File: src/rtl/matmul_share_arbiter.sv
// matmul_share_arbiter: round-robin owner selection and start/done sequencing
// for one matmul_array shared by several attention stage controllers.
// Optional watchdog abort is built only when MM_ARB_WATCHDOG_EN is defined.
module matmul_share_arbiter #(
  parameter int NUM_REQ     = 3,
  parameter int SEL_W       = $clog2(NUM_REQ),
  parameter int WDOG_CYCLES = 4096
) (
  input  logic               clk,
  input  logic               rst_n,
  input  logic [NUM_REQ-1:0] req,
  output logic [NUM_REQ-1:0] grant,
  output logic [SEL_W-1:0]   sel,
  output logic               mm_start,
  input  logic               mm_done,
  output logic [NUM_REQ-1:0] req_done,
  output logic               busy,
  output logic               err
);

  typedef enum logic [1:0] {
    ST_IDLE    = 2'd0,
    ST_RUN     = 2'd1,
    ST_RELEASE = 2'd2
  } state_t;

  localparam logic [NUM_REQ-1:0] ONE_HOT_0 = {{(NUM_REQ-1){1'b0}}, 1'b1};
  localparam logic [SEL_W-1:0]   LAST_IDX  = SEL_W'(NUM_REQ - 1);

  state_t             state_r, state_nxt_s;
  logic [NUM_REQ-1:0] grant_r, grant_nxt_s;
  logic [NUM_REQ-1:0] req_done_r, req_done_nxt_s;
  logic [SEL_W-1:0]   sel_r, sel_nxt_s;
  logic [SEL_W-1:0]   rr_ptr_r, rr_ptr_nxt_s;
  logic [SEL_W-1:0]   adv_ptr_s;
  logic [SEL_W-1:0]   pick_idx_s;
  logic               pick_vld_s;
  logic               mm_start_r, mm_start_nxt_s;
  logic               busy_r, busy_nxt_s;
  logic               err_r, err_nxt_s;
  logic               done_hit_s, wdog_hit_s, job_end_s;

  // First set request bit scanning upward from ptr, wrapping; MSB of result is "found".
  function automatic logic [SEL_W:0] rr_pick(input logic [NUM_REQ-1:0] r,
                                             input logic [SEL_W-1:0]   ptr);
    logic [SEL_W:0]   res;
    logic [SEL_W-1:0] idx;
    res = {(SEL_W+1){1'b0}};
    // Walk from the farthest offset down so the nearest set bit is the one kept.
    for (int k = NUM_REQ - 1; k >= 0; k--) begin
      idx = SEL_W'((int'(ptr) + k) % NUM_REQ);
      if (r[idx]) begin
        res = {1'b1, idx};
      end else begin
        res = res;
      end
    end
    return res;
  endfunction

  assign {pick_vld_s, pick_idx_s} = rr_pick(req, rr_ptr_r);
  assign adv_ptr_s = (sel_r == LAST_IDX) ? {SEL_W{1'b0}} : sel_r + SEL_W'(1);

  // A done pulse during the start cycle is stale: the engine cannot finish in zero cycles.
  assign done_hit_s = (state_r == ST_RUN) && mm_done && !mm_start_r;
  assign job_end_s  = done_hit_s || wdog_hit_s;

`ifdef MM_ARB_WATCHDOG_EN
  localparam int WDOG_W = $clog2(WDOG_CYCLES + 1);
  logic [WDOG_W-1:0] wdog_cnt_r;

  // Counts RUN cycles of the current job; held at zero whenever no job is running.
  always_ff @(posedge clk or negedge rst_n) begin
    if (!rst_n) begin
      wdog_cnt_r <= {WDOG_W{1'b0}};
    end else if (state_r == ST_RUN) begin
      wdog_cnt_r <= wdog_cnt_r + WDOG_W'(1);
    end else begin
      wdog_cnt_r <= {WDOG_W{1'b0}};
    end
  end

  // The limit edge is the one where the count would reach WDOG_CYCLES; a real done wins.
  assign wdog_hit_s = (state_r == ST_RUN) &&
                      (wdog_cnt_r == WDOG_W'(WDOG_CYCLES - 1)) && !done_hit_s;
`else
  assign wdog_hit_s = 1'b0;
`endif

  // State register.
  always_ff @(posedge clk or negedge rst_n) begin
    if (!rst_n) begin
      state_r <= ST_IDLE;
    end else begin
      state_r <= state_nxt_s;
    end
  end

  // Next-state logic: arbitrate in IDLE, wait for completion in RUN, one RELEASE cycle.
  always_comb begin
    state_nxt_s = state_r;
    case (state_r)
      ST_IDLE: begin
        if (pick_vld_s) begin
          state_nxt_s = ST_RUN;
        end else begin
          state_nxt_s = ST_IDLE;
        end
      end
      ST_RUN: begin
        if (job_end_s) begin
          state_nxt_s = ST_RELEASE;
        end else begin
          state_nxt_s = ST_RUN;
        end
      end
      ST_RELEASE: state_nxt_s = ST_IDLE;
      default:    state_nxt_s = ST_IDLE;
    endcase
  end

  // Output logic: next values of the registered outputs and the round-robin pointer.
  always_comb begin
    grant_nxt_s    = grant_r;
    sel_nxt_s      = sel_r;
    rr_ptr_nxt_s   = rr_ptr_r;
    mm_start_nxt_s = 1'b0;
    req_done_nxt_s = {NUM_REQ{1'b0}};
    err_nxt_s      = 1'b0;
    case (state_r)
      ST_IDLE: begin
        if (pick_vld_s) begin
          grant_nxt_s    = ONE_HOT_0 << pick_idx_s;
          sel_nxt_s      = pick_idx_s;
          mm_start_nxt_s = 1'b1;
        end else begin
          grant_nxt_s    = {NUM_REQ{1'b0}};
        end
      end
      ST_RUN: begin
        if (job_end_s) begin
          grant_nxt_s    = {NUM_REQ{1'b0}};
          req_done_nxt_s = ONE_HOT_0 << sel_r;
          rr_ptr_nxt_s   = adv_ptr_s;
          err_nxt_s      = wdog_hit_s;
        end else begin
          grant_nxt_s    = grant_r;
        end
      end
      ST_RELEASE: grant_nxt_s = {NUM_REQ{1'b0}};
      default:    grant_nxt_s = {NUM_REQ{1'b0}};
    endcase
  end

  assign busy_nxt_s = (state_nxt_s != ST_IDLE);

  // Output and pointer registers; everything clears immediately on reset.
  always_ff @(posedge clk or negedge rst_n) begin
    if (!rst_n) begin
      grant_r    <= {NUM_REQ{1'b0}};
      sel_r      <= {SEL_W{1'b0}};
      rr_ptr_r   <= {SEL_W{1'b0}};
      mm_start_r <= 1'b0;
      req_done_r <= {NUM_REQ{1'b0}};
      busy_r     <= 1'b0;
      err_r      <= 1'b0;
    end else begin
      grant_r    <= grant_nxt_s;
      sel_r      <= sel_nxt_s;
      rr_ptr_r   <= rr_ptr_nxt_s;
      mm_start_r <= mm_start_nxt_s;
      req_done_r <= req_done_nxt_s;
      busy_r     <= busy_nxt_s;
      err_r      <= err_nxt_s;
    end
  end

  assign grant    = grant_r;
  assign sel      = sel_r;
  assign mm_start = mm_start_r;
  assign req_done = req_done_r;
  assign busy     = busy_r;
  assign err      = err_r;

endmodule

File: config.mk
export PLATFORM = sky130hd
export DESIGN_NAME = matmul_share_arbiter
export DESIGN_NICKNAME = d
export VERILOG_FILES = /design/src/rtl/matmul_share_arbiter.sv
export SDC_FILE = /design/constraint.sdc
export NUM_CORES = 1
export LEC_CHECK = 0
export ABC_CLOCK_PERIOD_IN_PS = 2200
export CORE_AREA = 2 2 43 45
export CTS_BUF_LIST = sky130_fd_sc_hd__clkbuf_16
export CTS_CLUSTER_SIZE = 16
export DETAILED_ROUTE_END_ITERATION = 8
export DIE_AREA = 0 0 45 47
export GPL_TIMING_DRIVEN = 1
export PLACE_DENSITY = 0.72
export SYNTH_ARGS = -nofsm -noshare
export SYNTH_HDL_FRONTEND = slang
export SYNTH_SLANG_ARGS = --single-unit
File: constraint.sdc
create_clock -name clk -period 2.2 [get_ports clk]
set_input_delay 0.22 -clock clk [delete_from_list [all_inputs] [get_ports clk]]
set_output_delay 0.22 -clock clk [all_outputs]
set_load 0.01 [all_outputs]
==> results.cfg, run 1 <==
[status]
status = finished, final reports clean

[routing]
wl_per_cell_um = 13.86
drtIter0Drc = 7
ant_nets = 0
drt_wl_total_um = 1483
drc = 0
vias = 594
viasPerCell = 5.551
dr.pass1.iters = 4

[grt]
grt_pass1_vias = 528
grt_max_degree = 15
grt_pass1_wl_um = 2380
grt_usage_pct = 16.31
gr-total-overflow = 0
antenna_found_initial = 0

[layout]
area_delta_synth_final_pct = 33.10
n_antenna_cell = 0
finalNetCount = 101
final_util_pct = 58.18
design_area_um2 = 960.9
drive_above_1_share_pct = 7.778

[floorplan]
fp.dieH_um = 47
dieArea_um2 = 2115
core-area_um2 = 1652
initial_core_util_pct = 43.71
rows = 15
die_w_um = 45
num_io_pins = 17

[synth]
ys_async_sr_fraction_pct = 100.0
synthCells = 73
synth-seq-area-share_pct = 48.53
synth_edf_count = 0
ys_ff_latch = 14
synth_top_area_cell = dfrtp_1
synth_top_area_share_pct = 48.53
synth_area_leaders = dfrtp_1 (49%), ha_1 (5.2%), nor2b_1 (5.2%)
ys_types = 28
synthesis.nets = 82
syn_area_per_cell_um2 = 9.890
yosysWarnings = 0
ys.flop_type = dfrtp_1
syn_area_um2 = 721.9

[setup_path]
ff2ff_setup_slack_ns = 0.30
start_kind = flop
timing.rr.end = grant[0]
worstReg2RegStart = rr_ptr_r[1]
path_max_fanout = 5
cp-startpoint = rr_ptr_r[1]
rr_worst_depth = 6
required_ns = 2.33
endpoint_kind = flop
arrival_ns = 2.03
crit_type = reg2reg

[sta]
fmax_mhz = 525.8
period_share_pct = 86.46
maxSlewViolCount = 0
final-setup-viol-count = 0
final-hold-violation-count = 0
setup_tns_ns = 0
rsz0062_at_grt = false
fin_ws_ns = 0.2980
min_period_ns = 1.902
worst_slew_pin_slew_ns = 0.6055
holdWs_ns = 0.3638
maxSlewHeadroom_pct = 59.50
skew_ns = 0.004237

[pwr]
ir_drop_uv = 974.8
cellPowerDensity_nw_per_um2 = 1557
p_leak_nw = 0.4483

[clocking]
clk_path_buf_depth = 2
clkSinkCount = 14
cts_buffers = 3
post_cts_buffers = 0
cts_tree = yes
clk_latency_ns = 0.24
path_clk_slew_ns = 0.04
cts_hold_buf = 0
cts_resized = 0
cts_max_level = 1
cts_root_buffer = clkbuf_16

[worst_hold_path]
hold_path_class = in2async

[job]
drv_cap = 0

[place]
place_area_um2 = 885.9
io_buffer_count = 15
place_ws_ns = 0.3101
hpwl_um = 1105
place_congestion = 0.7497
[stage by stage]
step / cells / power (mW)
final: 107 / 1.497
after global routing: 107 / 1.610
after CTS: 107 / 1.506
after detailed placement: 104 / 1.165
after global placement: 104 / 1.151
after floorplan: 73 / 0.9208
[area by class of cell]
class | instances | area (um^2)
clock buffers | 3 | 75.07
fillers | 150 | 690.7
inverters | 6 | 22.52
multi-input cells | 52 | 341.6
flip-flops and latches | 14 | 350.3
well taps | 17 | 21.27
repair buffers | 15 | 150.1
[sequential cells by signal, summed over array words and instances, names as in the netlist]
register and cells:
busy 1, grant 3, mm_start 1, req_done 3
rr_ptr_r 2, sel 2, state_r 2
[Yosys cell counts (all sizes together) (2+ instances only)]
master  number
nand2        5
nor2         4
nand2b       2
a21oi        2
inv          6
nor3         3
nor2b        6
dfrtp       14
a21o         4
or2          2
o21ai        8
ha           3
[cells by family after synthesis]
family | share of synthesized area (%)
muxes | 3.466
other | 0.5194
adders and majority gates | 5.200
DFF | 48.53
and+or+nand+nor | 18.37
buffers and inverters | 4.160
AOI/OAI and AO/OA | 19.76
[worst max-delay path by stage]
| stage | to | slack (ns) | cells past startpoint |
|---|---|---|---|
| after floorplan | grant[0] | 0.43 | 6 |
| after global placement | grant[0] | 0.32 | 5 |
| after detailed placement | grant[0] | 0.31 | 6 |
| after CTS | grant[0] | 0.28 | 6 |
| after global routing | sel[0] | 0.20 | 6 |
| final | grant[0] | 0.30 | 6 |
[layout by cell type (no fill, tap or decap), types with 2 or more instances in the layout]
| cell | count |
|---|---|
| a21o_1 | 4 |
| dfrtp_1 | 14 |
| inv_1 | 6 |
| nand2_1 | 5 |
| nor3_1 | 3 |
| nor2b_1 | 6 |
| o21ai_0 | 6 |
| nor2_1 | 4 |
| ha_1 | 3 |
| nand2b_1 | 2 |
| a21oi_1 | 2 |
| clkdlybuf4s50_1 | 15 |
| clkbuf_16 | 3 |
| or2_2 | 2 |
[worst max-delay path, stage by stage (launching register included)]
cell	delay [ns]
dfrtp_1	0.39
inv_1	0.08
ha_1	0.24
mux2_4	0.31
or3_1	0.34
a21o_1	0.23
a22o_1	0.18
[metal layers]
metal / vias up / track usage (%) / routed length [um]
li1: 287 / - / -
met1: 290 / 20.39 / 652
met2: 13 / 25.43 / 733
met3: 4 / 6.154 / 74
met4: 0 / 7.059 / 22
met5: - / 0 / 0
[report_power, final]
group	switching, mW	internal (mW)
Sequential	0.0624	0.360
Clock	0.0936	0.237
Combinational	0.379	0.364
(Power assumes the default switching activity.)
==> inputs of run 2 (changes only) <==
--- a/config.mk
+++ b/config.mk
@@ -8,6 +8,7 @@
 export ABC_CLOCK_PERIOD_IN_PS = 2200
 export CORE_AREA = 2 2 43 45
 export CTS_BUF_LIST = sky130_fd_sc_hd__clkbuf_16
+export CTS_CLUSTER_DIAMETER = 100
 export CTS_CLUSTER_SIZE = 16
 export DETAILED_ROUTE_END_ITERATION = 8
 export DIE_AREA = 0 0 45 47
==> results of run 2 <==
The final DEF is identical to that of run 1; final timing and power are the same.
==> inputs of run 3 (changes only) <==
--- a/config.mk
+++ b/config.mk
@@ -14,6 +14,7 @@
 export DIE_AREA = 0 0 45 47
 export GPL_TIMING_DRIVEN = 1
 export PLACE_DENSITY = 0.72
+export SLEW_MARGIN = 20
 export SYNTH_ARGS = -nofsm -noshare
 export SYNTH_HDL_FRONTEND = slang
 export SYNTH_SLANG_ARGS = --single-unit
==> results of run 3 <==
The final DEF is identical to that of run 1; final timing and power are the same.
==> patch 1: new RTL, flow settings as in run 1 <==
The 3 states of `state_t` get a one-hot encoding in 3 bits.
--- a/src/rtl/matmul_share_arbiter.sv
+++ b/src/rtl/matmul_share_arbiter.sv
@@ -18,10 +18,10 @@
   output logic               err
 );
 
-  typedef enum logic [1:0] {
-    ST_IDLE    = 2'd0,
-    ST_RUN     = 2'd1,
-    ST_RELEASE = 2'd2
+  typedef enum logic [2:0] {
+    ST_IDLE    = 3'b001,
+    ST_RUN     = 3'b010,
+    ST_RELEASE = 3'b100
   } state_t;
 
   localparam logic [NUM_REQ-1:0] ONE_HOT_0 = {{(NUM_REQ-1){1'b0}}, 1'b1};
Function: same outputs for any inputs over 4 cycles, from zero or initial values and one cycle with rst_n low; so few cycles prove little.
==> patch 1 against run 1 <==
- via count is 5.2% lower
- power shrank 5.6%
- final area is 4.0% higher
- worst setup slack got worse by 0.034 ns
- sequential cell count increased by 1
- sequential power grew 2%
- critical path depth rose by 1
- core utilization rose by 2.3 points
- area after synthesis increased by 8.0%
- routed wire length is 5.7% lower
- first-iteration DRC count increased by 43%
- critical path type unchanged
- critical endpoint unchanged
- largest power group unchanged
==> patch 1: results (changes against run 1) <==
Parameter                              Value

Finish
  NumNets Final ... 97 (-4.0%)
  Share of final-layout standard cells stronger than drive strength 1 ... 0.149 (+0.0716)
  N_diodes ... 0 (unchanged)
  Count of filler cells inserted in the layout ... 148 (-1.3%)

Critical path
  R2r setup slk ... 0.26 ns (-0.03 ns)
  Crit Path Max Fanout ... 9 (+4)
  Worst-path cell with the longest stage delay ... ha_1
  CP Data Arrival Time ... 2.07 ns (+0.04 ns)
  Cell class contributing the biggest share of worst-path delay ... compound AO/OA/AOI/OAI gates
  R2r startpoint ... rr_ptr_r[0]
  Count of cells along the worst register-to-register path ... 7 (+1)

Place
  HPWL Detailed ... 1010 um (-8.5%)
  Placer congestion estimate ... 0.846 (+13%)

Routing
  Detailed Route WL ... 1400 um (-5.7%)
  Length of the first detailed-routing pass in iterations ... 4 (unchanged)
  Remaining antenna violation count ... 0 (unchanged)
  Routed via count ... 563 (-5.2%)
  Initial detailed-routing violation count ... 10 (+3)

Synth
  Share of the yosys chip area belonging to registers ... 0.483 (-0.00212)
  Synthesized Nets ... 80 (-2.4%)
  Warnings, synthesis ... 0 (unchanged)
  Commonest cells in the synthesized netlist ... 14 x dfrtp_1, 7 x inv_1, 5 x o21ai_0
  Distinct cell type count of the synthesized netlist ... 35 (+25%)
  Share of flip-flops with an asynchronous set or reset after synthesis ... 1.00 (unchanged)
  Main area contributors after synthesis ... dfrtp_1 45%, ha_1 4.8%, mux2i_1 3.9%

Clock network
  # H-tree levels ... 1 (unchanged)
  Clk pin slew, worst setup/hold paths ... 0.05 ns

Global routing
  Wire length of the first global-routing pass ... 2410 um (+1.2%)
  Total global routing track utilization ... 0.166 (+0.00297)
  Number of antenna violations at the first check in global routing ... 0 (unchanged)
  Pin count of the biggest net entering global routing ... 16 (+1)

STA
  Worst hold slack across all endpoints ... 0.383 ns (+0.0188 ns)
  Worst slew slack as a fraction of its limit ... 0.564 (-0.0307)
  Setup Skew ... 0.000794 ns (-0.00344 ns)

Pwr
  Reported leakage power ... 0.466 nW (+3.9%)
  Worst IR drop on VDD ... 937 uV (-3.9%)

Outcome
  Result of the run ... completed

Hold path
  Hold crit path type ... in2async
## patch 1: worst max path at each step
stage                 from  endpoint  slack (ns)  cells past startpoint
2_1_floorplan  rr_ptr_r[0]  grant[0]        0.42                      8
3_3_place_gp   rr_ptr_r[0]  grant[0]        0.34                      7
3_5_place_dp   rr_ptr_r[0]  grant[0]        0.29                      7
4_1_cts        rr_ptr_r[0]  grant[0]        0.27                      7
5_1_grt        rr_ptr_r[0]  grant[0]        0.12                      7
6_report       rr_ptr_r[0]  grant[0]        0.26                      7
## patch 1: logic make-up (layout without fill, tap and decap cells)
logic type,after synthesis,in the layout,share of synthesized area
DFF,15,15,0.483
adders and majority gates,3,3,0.0482
AOI/OAI and AO/OA,19,19,0.196
buffers and inverters,11,27,0.0770
muxes,3,3,0.0385
other,1,1,0.00481
and+or+nand+nor,19,19,0.152
## patch 1: metal layers
metal | share of wire | track usage | wire, um | up-vias
li1 | - | - | - | 274
met1 | 0.46 | 0.221 | 644 | 269
met2 | 0.46 | 0.237 | 645 | 16
met3 | 0.053 | 0.0500 | 74 | 4
met4 | 0.024 | 0.106 | 33 | 0
met5 | 0 | 0 | 0 | -
## patch 1: layout make-up
cell class                      instances  area share
Sequential cell                        15       0.377
Clock inverter                          1     0.00375
Timing Repair Buffer                   15       0.150
Inverter                                8      0.0300
Tap cell                               17      0.0213
Multi-Input combinational cell         45       0.343
Clock buffer                            3      0.0751
## patch 1: metrics by stage
step / power, mW / setup slack (ns) / cell area (um2) / util / instances
final: 1.41 / 0.264 / 1000 / 0.605 / 104
after detailed placement: 1.08 / 0.287 / 921 / 0.558 / 100
after global routing: 1.52 / 0.125 / 1000 / 0.605 / 104
after CTS: 1.43 / 0.267 / 1000 / 0.605 / 104
after floorplan: 0.906 / 0.420 / 779 / - / 71
after global placement: 1.06 / 0.338 / 921 / 0.558 / 100
## patch 1: power breakdown
| group | switching, mW | leakage, nW | internal [mW] |
|---|---|---|---|
| registers | 0.0550 | 0.196 | 0.375 |
| clock network | 0.101 | 0.0423 | 0.240 |
| logic | 0.319 | 0.228 | 0.323 |
## patch 1: worst reg2reg max path, cell delays in order (launching register included)
cell,delay [ns]
dfrtp_1,0.39
inv_1,0.06
ha_1,0.40
a221oi_2,0.27
a32oi_1,0.09
o211ai_2,0.28
inv_2,0.10
a32o_1,0.22
==> patch 2: new RTL, settings of run 1 <==
Without the edit above. `NUM_REQ`: 3 -> 2.
--- a/src/rtl/matmul_share_arbiter.sv
+++ b/src/rtl/matmul_share_arbiter.sv
@@ -2,7 +2,7 @@
 // for one matmul_array shared by several attention stage controllers.
 // Optional watchdog abort is built only when MM_ARB_WATCHDOG_EN is defined.
 module matmul_share_arbiter #(
-  parameter int NUM_REQ     = 3,
+  parameter int NUM_REQ     = 2,
   parameter int SEL_W       = $clog2(NUM_REQ),
   parameter int WDOG_CYCLES = 4096
 ) (
Ports: changed (resized grant, req, req_done and sel); port bits go from 17 to 13. The function was not compared with the original's and may differ.
==> patch 2 against run 1 <==
- area after synthesis shrank 44%
- global-route usage fell by 7.7 points
- power decreased by 37%
- final area fell by 37%
- cell count decreased by 39%
- maximum frequency rose by 40%
- critical path type is now reg2out
- worst setup slack gained 0.54 ns
- hold slack worse by 0.061 ns
- clock skew down 0.0038 ns
- routed wire length shrank 55%
- via count decreased by 53%
- sequential cell count down 4
==> patch 2: results (changes against run 1) <==
Parameter                              Value

Outcome
  Result of the run ... completed

Finish
  NumNets Final ... 54 (-47%)

Critical path
  Worst-path cell with the longest stage delay ... clkdlybuf4s50_1
  R2r startpoint ... state_r[0]
  Count of cells along the worst register-to-register path ... 4 (-2)
  Launch point of the worst path ... sel
  Cell class contributing the biggest share of worst-path delay ... buffers and inverters
  CP Data Arrival Time ... 1.14 ns (-0.89 ns)
  Slowest stage delay, CP ... 0.54 ns (+0.15 ns)
  Worst R2R End ... grant[0]

Routing
  Routed met2 length ... 350 um (-52%)
  Average wire per standard cell ... 10.2 um (-26%)
  Metal-1 WL ... 263 um (-60%)
  Routed via count ... 277 (-53%)

Synth
  Synthesized Nets ... 39 (-52%)
  Main area contributors after synthesis ... dfrtp_1 62%, nand2b_4 10%, and4bb_1 3.1%
  Distinct cell type count of the synthesized netlist ... 16 (-43%)
  Commonest cells in the synthesized netlist ... 10 x dfrtp_1, 3 x inv_1, 3 x nand2_1, 3 x nand2b_4, 3 x nor2_1

Pwr
  Switch Pwr ... 0.266 mW (-50%)
  Reported leakage power ... 0.279 nW (-38%)

Place
  Post-placement worst setup slack ... 1.01 ns (+0.700 ns)
  HPWL Detailed ... 577 um (-48%)
  Placer congestion estimate ... 0.772 (+2.9%)
  Buffers on Ports ... 11 (-4)

Global routing
  Pin count of the biggest net entering global routing ... 11 (-4)

STA
  Slack of the critical path ... 0.838 ns (+0.540 ns)
[patch 2: layout make-up]
class	instances	area, um2
fillers	170	1040
well taps	17	21.3
flip-flops and latches	10	250
inverters	4	15.0
repair buffers	11	110
clock inverters	1	3.75
clock buffers	3	75.1
multi-input cells	19	134
[patch 2: how the worst min path moves through the flow]
stage               cells after the start  slack, ns     endpoint  startpoint
finish                                  1       0.30     rr_ptr_r       rst_n
CTS                                     1       0.32  req_done[1]       rst_n
floorplan                               0      -0.08         busy       rst_n
detailed placement                      1       0.49  req_done[0]         sel
global placement                        1       0.48  req_done[0]         sel
global route                            1       0.35     rr_ptr_r       rst_n
[patch 2: per-layer routing]
layer,track usage,vias up
met5,0,-
met4,0.0353,0
met3,0.0577,0
met2,0.131,9
met1,0.0955,132
li1,-,136
[patch 2: power by group through the flow]
stage	Sequential, mW	Clock [mW]	Combinational [mW]
detailed placement	0.314	0	0.329
global placement	0.314	0	0.321
CTS	0.311	0.320	0.329
finish	0.309	0.314	0.323
floorplan	0.332	0	0.157
global route	0.316	0.339	0.358
[patch 2: cells by family after synthesis]
logic type | share of synthesized area
AO/OA/AOI/OAI | 0.0677
AND/OR/NAND/NOR | 0.252
flip-flops | 0.615
buffers and inverters | 0.0554
other | 0.00922
[patch 2: per-stage QoR]
stage	power (mW)	utilization	hold slack (ns)	cells
after global placement	0.635	0.321	0.484	61
after floorplan	0.489	-	-0.0756	34
final	0.947	0.369	0.303	65
after CTS	0.961	0.369	0.323	65
after global routing	1.01	0.369	0.355	65
after detailed placement	0.643	0.321	0.495	61
